**src/rtl/mem_port_arbiter_if.sv**
```systemverilog
// Requester-side and SRAM-side signals of the shared memory port arbiter.
// The arbiter takes the slave view; the requesters/SRAM environment takes the master view.
interface mem_port_arbiter_if #(
  parameter int NREQ   = 3,
  parameter int ADDR_W = 22
);
  logic [NREQ-1:0]        rq_valid;
  logic [NREQ-1:0]        rq_lock;
  logic [NREQ*ADDR_W-1:0] rq_addr;
  logic [NREQ*4-1:0]      rq_wstrb;
  logic [NREQ*32-1:0]     rq_wdata;
  logic [NREQ-1:0]        rq_ready;
  logic [31:0]            rq_rdata;
  logic [2:0]             grant_id;
  logic                   busy;
  logic [3:0]             mem_wen;
  logic [ADDR_W-1:0]      mem_addr;
  logic [31:0]            mem_wdata;
  logic [31:0]            mem_rdata;

  modport slave (
    input  rq_valid, rq_lock, rq_addr, rq_wstrb, rq_wdata, mem_rdata,
    output rq_ready, rq_rdata, grant_id, busy, mem_wen, mem_addr, mem_wdata
  );

  modport master (
    output rq_valid, rq_lock, rq_addr, rq_wstrb, rq_wdata, mem_rdata,
    input  rq_ready, rq_rdata, grant_id, busy, mem_wen, mem_addr, mem_wdata
  );
endinterface

```
**src/rtl/mem_port_arbiter.sv**
```systemverilog
// Round-robin arbiter sharing one SRAM port between NREQ requesters, one transaction
// in flight, with an optional per-requester lock capped at LOCK_MAX consecutive grants.
module mem_port_arbiter #(
  parameter int NREQ      = 3,
  parameter int MEM_WORDS = 1024,
  parameter int ADDR_W    = 22,
  parameter int MEM_LAT   = 1,
  parameter int LOCK_MAX  = 16
) (
  input logic             clk,
  input logic             resetn,
  mem_port_arbiter_if.slave bus
);
  typedef enum logic [1:0] {S_IDLE, S_ACCESS, S_WAIT, S_RESP} state_t;

  localparam int          CNT_W  = $clog2(LOCK_MAX + 1);
  localparam int          WAIT_W = (MEM_LAT > 1) ? $clog2(MEM_LAT) : 1;
  localparam logic [31:0] MEM_WORDS_U = MEM_WORDS;

  state_t            r_state;
  logic [2:0]        r_rr_ptr;
  logic [2:0]        r_grant_id;
  logic [2:0]        r_lock_id;
  logic              r_lock_valid;
  logic              r_lock_req;
  logic [CNT_W-1:0]  r_lock_cnt;
  logic [WAIT_W-1:0] r_wait_cnt;
  logic              r_oor;
  logic              r_busy;
  logic [NREQ-1:0]   r_ready;
  logic [31:0]       r_rdata;
  logic [3:0]        r_mem_wen;
  logic [ADDR_W-1:0] r_mem_addr;
  logic [31:0]       r_mem_wdata;

  logic [7:0]        w_valid_ext;
  logic [7:0]        w_lock_ext;
  logic [7:0]        w_onehot;
  logic              w_lock_hit;
  logic              w_any;
  logic [2:0]        w_win;
  logic [3:0]        w_sum;
  logic [ADDR_W-1:0] w_addr;
  logic [3:0]        w_wstrb;
  logic [31:0]       w_wdata;
  logic              w_oor;

  // Widen to 8 bits so a 3-bit requester index always selects in range.
  assign w_valid_ext = 8'(bus.rq_valid);
  assign w_lock_ext  = 8'(bus.rq_lock);
  assign w_onehot    = 8'd1 << r_grant_id;
  assign w_lock_hit  = r_lock_valid && w_valid_ext[r_lock_id];

  // NOTE: every variable gets a default at the top of always_comb so no path leaves it
  // unassigned; otherwise synthesis infers a latch to hold the old value.
  always_comb begin
    w_any = 1'b0;
    w_win = r_lock_id;
    w_sum = '0;
    if (w_lock_hit) begin
      w_any = 1'b1;
    end else begin
      for (int k = 0; k < NREQ; k++) begin
        w_sum = {1'b0, r_rr_ptr} + 4'(k);
        if (w_sum >= 4'(NREQ)) w_sum = w_sum - 4'(NREQ);
        if (!w_any && w_valid_ext[w_sum[2:0]]) begin
          w_any = 1'b1;
          w_win = w_sum[2:0];
        end
      end
    end
  end

  assign w_addr  = bus.rq_addr[int'(w_win)*ADDR_W +: ADDR_W];
  assign w_wstrb = bus.rq_wstrb[int'(w_win)*4 +: 4];
  assign w_wdata = bus.rq_wdata[int'(w_win)*32 +: 32];
  assign w_oor   = 32'(w_addr) >= MEM_WORDS_U;

  // NOTE: state registers use non-blocking assignments so every flop samples the
  // pre-edge values; blocking here would create order-dependent simulation results.
  always_ff @(posedge clk) begin
    if (!resetn) begin
      r_state      <= S_IDLE;
      r_rr_ptr     <= '0;
      r_grant_id   <= '0;
      r_lock_id    <= '0;
      r_lock_valid <= 1'b0;
      r_lock_req   <= 1'b0;
      r_lock_cnt   <= '0;
      r_wait_cnt   <= '0;
      r_oor        <= 1'b0;
      r_busy       <= 1'b0;
      r_ready      <= '0;
      r_rdata      <= '0;
      r_mem_wen    <= '0;
      r_mem_addr   <= '0;
      r_mem_wdata  <= '0;
    end else begin
      r_ready <= '0;
      case (r_state)
        S_IDLE: begin
          // A lock whose owner is not requesting this cycle is abandoned.
          if (r_lock_valid && !w_lock_hit) begin
            r_lock_valid <= 1'b0;
            r_lock_cnt   <= '0;
          end
          if (w_any) begin
            r_grant_id  <= w_win;
            r_mem_addr  <= w_addr;
            r_mem_wdata <= w_wdata;
            r_mem_wen   <= w_oor ? 4'b0000 : w_wstrb;
            r_oor       <= w_oor;
            r_lock_req  <= w_lock_ext[w_win];
            r_busy      <= 1'b1;
            r_state     <= S_ACCESS;
          end
        end
        S_ACCESS: begin
          r_mem_wen  <= '0;
          r_wait_cnt <= WAIT_W'(MEM_LAT - 1);
          r_state    <= S_WAIT;
        end
        S_WAIT: begin
          if (r_wait_cnt == '0) begin
            r_rdata <= r_oor ? 32'h0 : bus.mem_rdata;
            r_ready <= w_onehot[NREQ-1:0];
            r_state <= S_RESP;
          end else begin
            r_wait_cnt <= r_wait_cnt - 1'b1;
          end
        end
        S_RESP: begin
          r_rr_ptr <= (r_grant_id == 3'(NREQ - 1)) ? 3'd0 : r_grant_id + 3'd1;
          if (r_lock_req && (int'(r_lock_cnt) < LOCK_MAX - 1)) begin
            r_lock_valid <= 1'b1;
            r_lock_id    <= r_grant_id;
            r_lock_cnt   <= r_lock_cnt + 1'b1;
          end else begin
            r_lock_valid <= 1'b0;
            r_lock_cnt   <= '0;
          end
          r_busy  <= 1'b0;
          r_state <= S_IDLE;
        end
        default: r_state <= S_IDLE;
      endcase
    end
  end

  assign bus.rq_ready  = r_ready;
  assign bus.rq_rdata  = r_rdata;
  assign bus.grant_id  = r_grant_id;
  assign bus.busy      = r_busy;
  assign bus.mem_wen   = r_mem_wen;
  assign bus.mem_addr  = r_mem_addr;
  assign bus.mem_wdata = r_mem_wdata;
endmodule
```
**src/flat_wrapper.sv**
```systemverilog
// flat-port wrapper written by rule: the top's interface ports become plain ports
module mem_port_arbiter_flat 
#(
  parameter int NREQ      = 3,
  parameter int MEM_WORDS = 1024,
  parameter int ADDR_W    = 22,
  parameter int MEM_LAT   = 1,
  parameter int LOCK_MAX  = 16
)
  (clk, resetn, bus_rq_valid, bus_rq_lock, bus_rq_addr, bus_rq_wstrb, bus_rq_wdata, bus_mem_rdata, bus_rq_ready, bus_rq_rdata, bus_grant_id, bus_busy, bus_mem_wen, bus_mem_addr, bus_mem_wdata);
  mem_port_arbiter_if #(.NREQ(NREQ), .ADDR_W(ADDR_W)) bus_i ();
  input logic clk;
  input logic resetn;
  input wire logic [$bits(bus_i.rq_valid)-1:0] bus_rq_valid;
  input wire logic [$bits(bus_i.rq_lock)-1:0] bus_rq_lock;
  input wire logic [$bits(bus_i.rq_addr)-1:0] bus_rq_addr;
  input wire logic [$bits(bus_i.rq_wstrb)-1:0] bus_rq_wstrb;
  input wire logic [$bits(bus_i.rq_wdata)-1:0] bus_rq_wdata;
  input wire logic [$bits(bus_i.mem_rdata)-1:0] bus_mem_rdata;
  output wire logic [$bits(bus_i.rq_ready)-1:0] bus_rq_ready;
  output wire logic [$bits(bus_i.rq_rdata)-1:0] bus_rq_rdata;
  output wire logic [$bits(bus_i.grant_id)-1:0] bus_grant_id;
  output wire logic [$bits(bus_i.busy)-1:0] bus_busy;
  output wire logic [$bits(bus_i.mem_wen)-1:0] bus_mem_wen;
  output wire logic [$bits(bus_i.mem_addr)-1:0] bus_mem_addr;
  output wire logic [$bits(bus_i.mem_wdata)-1:0] bus_mem_wdata;
  assign bus_i.rq_valid = bus_rq_valid;
  assign bus_i.rq_lock = bus_rq_lock;
  assign bus_i.rq_addr = bus_rq_addr;
  assign bus_i.rq_wstrb = bus_rq_wstrb;
  assign bus_i.rq_wdata = bus_rq_wdata;
  assign bus_i.mem_rdata = bus_mem_rdata;
  assign bus_rq_ready = bus_i.rq_ready;
  assign bus_rq_rdata = bus_i.rq_rdata;
  assign bus_grant_id = bus_i.grant_id;
  assign bus_busy = bus_i.busy;
  assign bus_mem_wen = bus_i.mem_wen;
  assign bus_mem_addr = bus_i.mem_addr;
  assign bus_mem_wdata = bus_i.mem_wdata;
  mem_port_arbiter #(.NREQ(NREQ), .MEM_WORDS(MEM_WORDS), .ADDR_W(ADDR_W), .MEM_LAT(MEM_LAT), .LOCK_MAX(LOCK_MAX)) u_core (.clk(clk), .resetn(resetn), .bus(bus_i));
endmodule
```
**config.mk**
```make
export PLATFORM = sky130hd
export DESIGN_NAME = mem_port_arbiter_flat
export DESIGN_NICKNAME = d
export VERILOG_FILES = /design/src/rtl/mem_port_arbiter_if.sv /design/src/rtl/mem_port_arbiter.sv /design/src/flat_wrapper.sv
export SDC_FILE = /design/constraint.sdc
export NUM_CORES = 1
export LEC_CHECK = 0
export BUFFER_PORTS_ARGS = -buffer_cell sky130_fd_sc_hd__clkbuf_2
export CORE_MARGIN = 10
export CORE_UTILIZATION = 42
export DETAILED_ROUTE_END_ITERATION = 6
export GPL_TIMING_DRIVEN = 1
export PLACE_DENSITY_LB_ADDON = 0.15
export SLEW_MARGIN = 20
export SYNTH_ARGS = -nofsm -noshare
export SYNTH_HDL_FRONTEND = slang
export SYNTH_SLANG_ARGS = --single-unit
```
**constraint.sdc**
```tcl
create_clock -name clk -period 3.7 [get_ports clk]
set_input_delay 0 -clock clk [delete_from_list [all_inputs] [get_ports clk]]
set_output_delay 0 -clock clk [all_outputs]
set_load 0.01 [all_outputs]
```
==> qor.txt <==
CP Capture Point - u_core.bus.mem_wdata[23]
Reg2reg end - u_core.bus.mem_wdata[23]
Filler cells - 1004
Total track usage - 26.56%
DP Cell Count - 1162
Clock power share - 20.6%
Synthesized-area fraction occupied by ao, oa, aoi and oai cells - 23.20%
Drt pass-1 iters - 5
Final setup violation count - 0
Gr ovfl total - 0
DRC - 0
Worst EP arrival - 3.79 ns
R2r startpoint - u_core.r_rr_ptr[1]
Fmax achieved - 286.1 MHz
Met2 Use GR - 43.83%
Seq pwr share - 23.4%
Post-synthesis mux area share - 12.15%
Row cnt - 44
Peak VDD IR - 477.8 uV
Die H - 141.1 um
Leak - 4.661 nW
Largest net degree at the start of global routing - 58
DR iter-0 viols - 482
Via count of the routed design - 7672
Detail Placement HPWL - 17.53 mm
Comb power frac - 56.1%
Hold Fails Final Rpt - 0
Outcome - completed
Avg Cell Area, Syn - 8.700 um^2
Met3 Resource Use GR - 10.25%
Sequential cell area fraction in the yosys report - 36.73%
Layout cells sized above 1 - 34.67%
Root buf cell - clkbuf_16
Post-synthesis simple-gate area fraction - 20.46%
Routed WL - 27.73 mm
Setup CP Type - register to register
Vias in the first global route - 8004
Slew margin rel. - 55.18%
GPL Wtd Cong - 0.9199
Tmin final - 3.495 ns
Max clock buf depth - 2
Non-Filler Instances - 1385
Switching Share - 43.04%
Initial Util - 42.54%
Required time worst endpoint - 4.00 ns
Core Box Area - 14480 um^2
Die Wd - 141.1 um
Final Skew - 0.008348 ns
Post-synth EDFFs - 0
Worst-Skew Late Latency - 0.42 ns
Crit. End Element - register
Power Density - 721.9 nW/um^2
Yosys warns - 0
CTS buffer count - 17
Fin crit share - 94.46%
Hold/Removal Path Class - input port to register
Synth Net Count - 935
Sw Pwr - 3.216 mW
Setup TNS - 0 ns
DIE AREA - 19910 um^2
Cell variety after synth - 65
Area grow syn2layout - 68.03%
Reg2reg setup slack - 0.20 ns
Max FO, Critical Path - 21
Utilization after layout - 71.48%
FF/Latch Area - 2265 um^2
Worst Max-Slew Pin Slew - 0.6708 ns
Internal power - 4.255 mW
Area occupied by multi-input gates - 3680 um^2
Cells after Synth - 708
Max_cap viols - 0
Critical Path Start - u_core.r_rr_ptr[1]
I/O pin count - 311
Mapped Area - 6160 um^2
Synth top area cells - dfxtp_1, nor2b_1, a221oi_1
Unrepaired setup endpoints after global routing - no
Post-Synth XOR/XNOR Area - 0.4266%
Predominant post-synthesis flop cell - dfxtp_1
PortBufs - 310
CTS tree - done
Initial antenna violation count - 5
CTS H-tree lvls - 4
#FFs+latches synth - 113
Share of flip-flops with an asynchronous set or reset - 0%
Post-Synth Adder-Cell Area - 2.641%
Clock-pin slew on the worst setup and hold paths - 0.06 ns
ANT nets after route - 0
Largest family of logic cells by synthesized area - compound AO/OA/AOI/OAI gates
Area share of the largest cell type after synthesis - 36.73%
Most used routing layer - met2
Global Route met1 Usage - 28.13%
Final Max Tran Viols - 0
First-pass GRT wire length - 43.00 mm
Via density - 5.539
Drt wl/cell - 20.02 um
TritonCTS sink count - 113
Top cell type by total area after synthesis - dfxtp_1
Layout Nets - 1408
R2R depth - 12
Startpoint types - register
cells by family (layout without fill, tap and decap cells):
| logic type | count (synthesis) | count (layout) |
|---|---|---|
| adders and majority gates | 13 | 13 |
| other | 0 | 7 |
| xor gates and xnor gates | 3 | 3 |
| muxes | 67 | 67 |
| DFF | 113 | 113 |
| AOI/OAI and AO/OA | 212 | 212 |
| buffers and inverters | 66 | 552 |
| and+or+nand+nor | 234 | 234 |
worst max-delay path: stages, from the launching register on:
cell and delay [ns]:
dfxtp_2 0.36, ha_1 0.19, ha_1 0.33, nor2b_2 0.20, o32a_1 0.35, a21o_1 0.22
a41oi_1 0.28, a21oi_2 0.17, nor2_4 0.18, buf_6 0.25, mux2_2 0.39, a221oi_1 0.35
nor2_1 0.09
Yosys cell counts (3+ instances only):
cell and number:
nand3b_1 3, a21oi_1 40, o2111ai_1 3, buf_2 7, buf_4 4, ha_1 13, nor4_1 4, o21ai_1 4
mux2i_1 7, or4_1 4, inv_1 7, a21boi_0 5, o31ai_1 6, and2_1 3, nand2b_1 7, mux2_2 35
a22oi_1 7, nand4_1 5, o21ai_0 63, and3_1 6, or2_1 3, clkbuf_1 48, nor2_1 70, nand2_1 25
mux2_1 24, nor3_1 6, nor3b_1 3, nand3_1 7, a31oi_1 3, nor2b_1 76, dfxtp_1 113, a41oi_1 3
a221oi_1 53
registers in the layout, indices dropped and copies added (netlist names), 4 cells and up:
signal,cells
u_core.bus.mem_wen,4
u_core.r_lock_cnt,5
u_core.bus.mem_wdata,32
u_core.bus.mem_addr,22
u_core.bus.rq_rdata,32
power by group through the flow:
stage          combinational [mW]  sequential [mW]  clock, mW
2_1_floorplan                2.48             1.85          0
3_3_place_gp                 3.83             1.74          0
3_5_place_dp                 3.85             1.74          0
4_1_cts                      4.02             1.73       1.55
5_1_grt                      4.51             1.78       1.61
6_report                     4.19             1.75       1.54
area by class of cell:
cell class	instances	area share, %
inverters	7	0.2539
well taps	184	2.224
clock buffers	19	4.280
diodes	7	0.1692
repair buffers	513	34.54
multi-input cells	529	35.55
clock inverters	13	1.100
flip-flops and latches	113	21.88
cells in the final DEF (no fill, tap or decap), types with 4 or more instances in the layout:
cell type      synthesis  layout
a221oi_1              53      53
and3_1                 6       6
nand3_1                7       7
a21oi_1               40      40
clkinvlp_4             0       5
clkbuf_16              0      17
clkbuf_2               0     310
mux2_1                24      24
or4_1                  4       4
nor2b_1               76      73
o31ai_1                6       6
inv_1                  7       7
nor3_1                 6       6
ha_1                  13      13
nand2_1               25      25
mux2i_1                7       7
buf_4                  4      16
dfxtp_1              113     111
nor2_1                70      68
nand4_1                5       5
clkinv_2               0       4
dlygate4sd3_1          0     183
a21boi_0               5       5
diode_2                0       7
mux2_2                35      35
a22oi_1                7       7
o21ai_0               63      63
nand2b_1               7       7
nor4_1                 4       4
routing by layer:
metal  wire [um]  share of wire (%)
met1       10200                 37
met2       13440                 48
met3        2585                9.3
met4        1504                5.4
met5           0                  0
timing repair:
action                                 CTS  global route
hold buffers                           183             0
setup endpoints to repair                0            41
gates resized for setup                  0             5
endpoints found under the hold margin   91             0
setup buffers                            0             1
stage by stage:
| stage | power, mW | cell area, um^2 | worst slack [ns] | hold WS [ns] |
|---|---|---|---|---|
| after floorplan | 4.324 | 6160 | 0.07817 | 0.1610 |
| after global placement | 5.570 | 7920 | 0.3125 | 0.2510 |
| after detailed placement | 5.595 | 7925 | 0.2396 | 0.2572 |
| after CTS | 7.294 | 10310 | 0.2198 | 0.0001779 |
| after global routing | 7.905 | 10350 | 0.02661 | 0.01969 |
| final | 7.471 | 10350 | 0.2048 | 0.01015 |
how the worst min path moves through the flow:
stage	to	cells past startpoint	slack (ns)	startpoint
2_1_floorplan	u_core.bus.rq_rdata[0]	2	0.16	bus_mem_rdata[0]
3_5_place_dp	u_core.bus.rq_rdata[21]	3	0.26	bus_mem_rdata[21]
6_report	u_core.bus.mem_addr[12]	4	0.01	bus_rq_addr[12]
5_1_grt	u_core.bus.mem_addr[11]	4	0.02	bus_rq_addr[11]
4_1_cts	u_core.bus.mem_addr[20]	4	0.0002	bus_rq_addr[20]
3_3_place_gp	u_core.bus.rq_rdata[14]	3	0.25	bus_mem_rdata[14]
No activity file was read; power rests on OpenSTA's default activity.
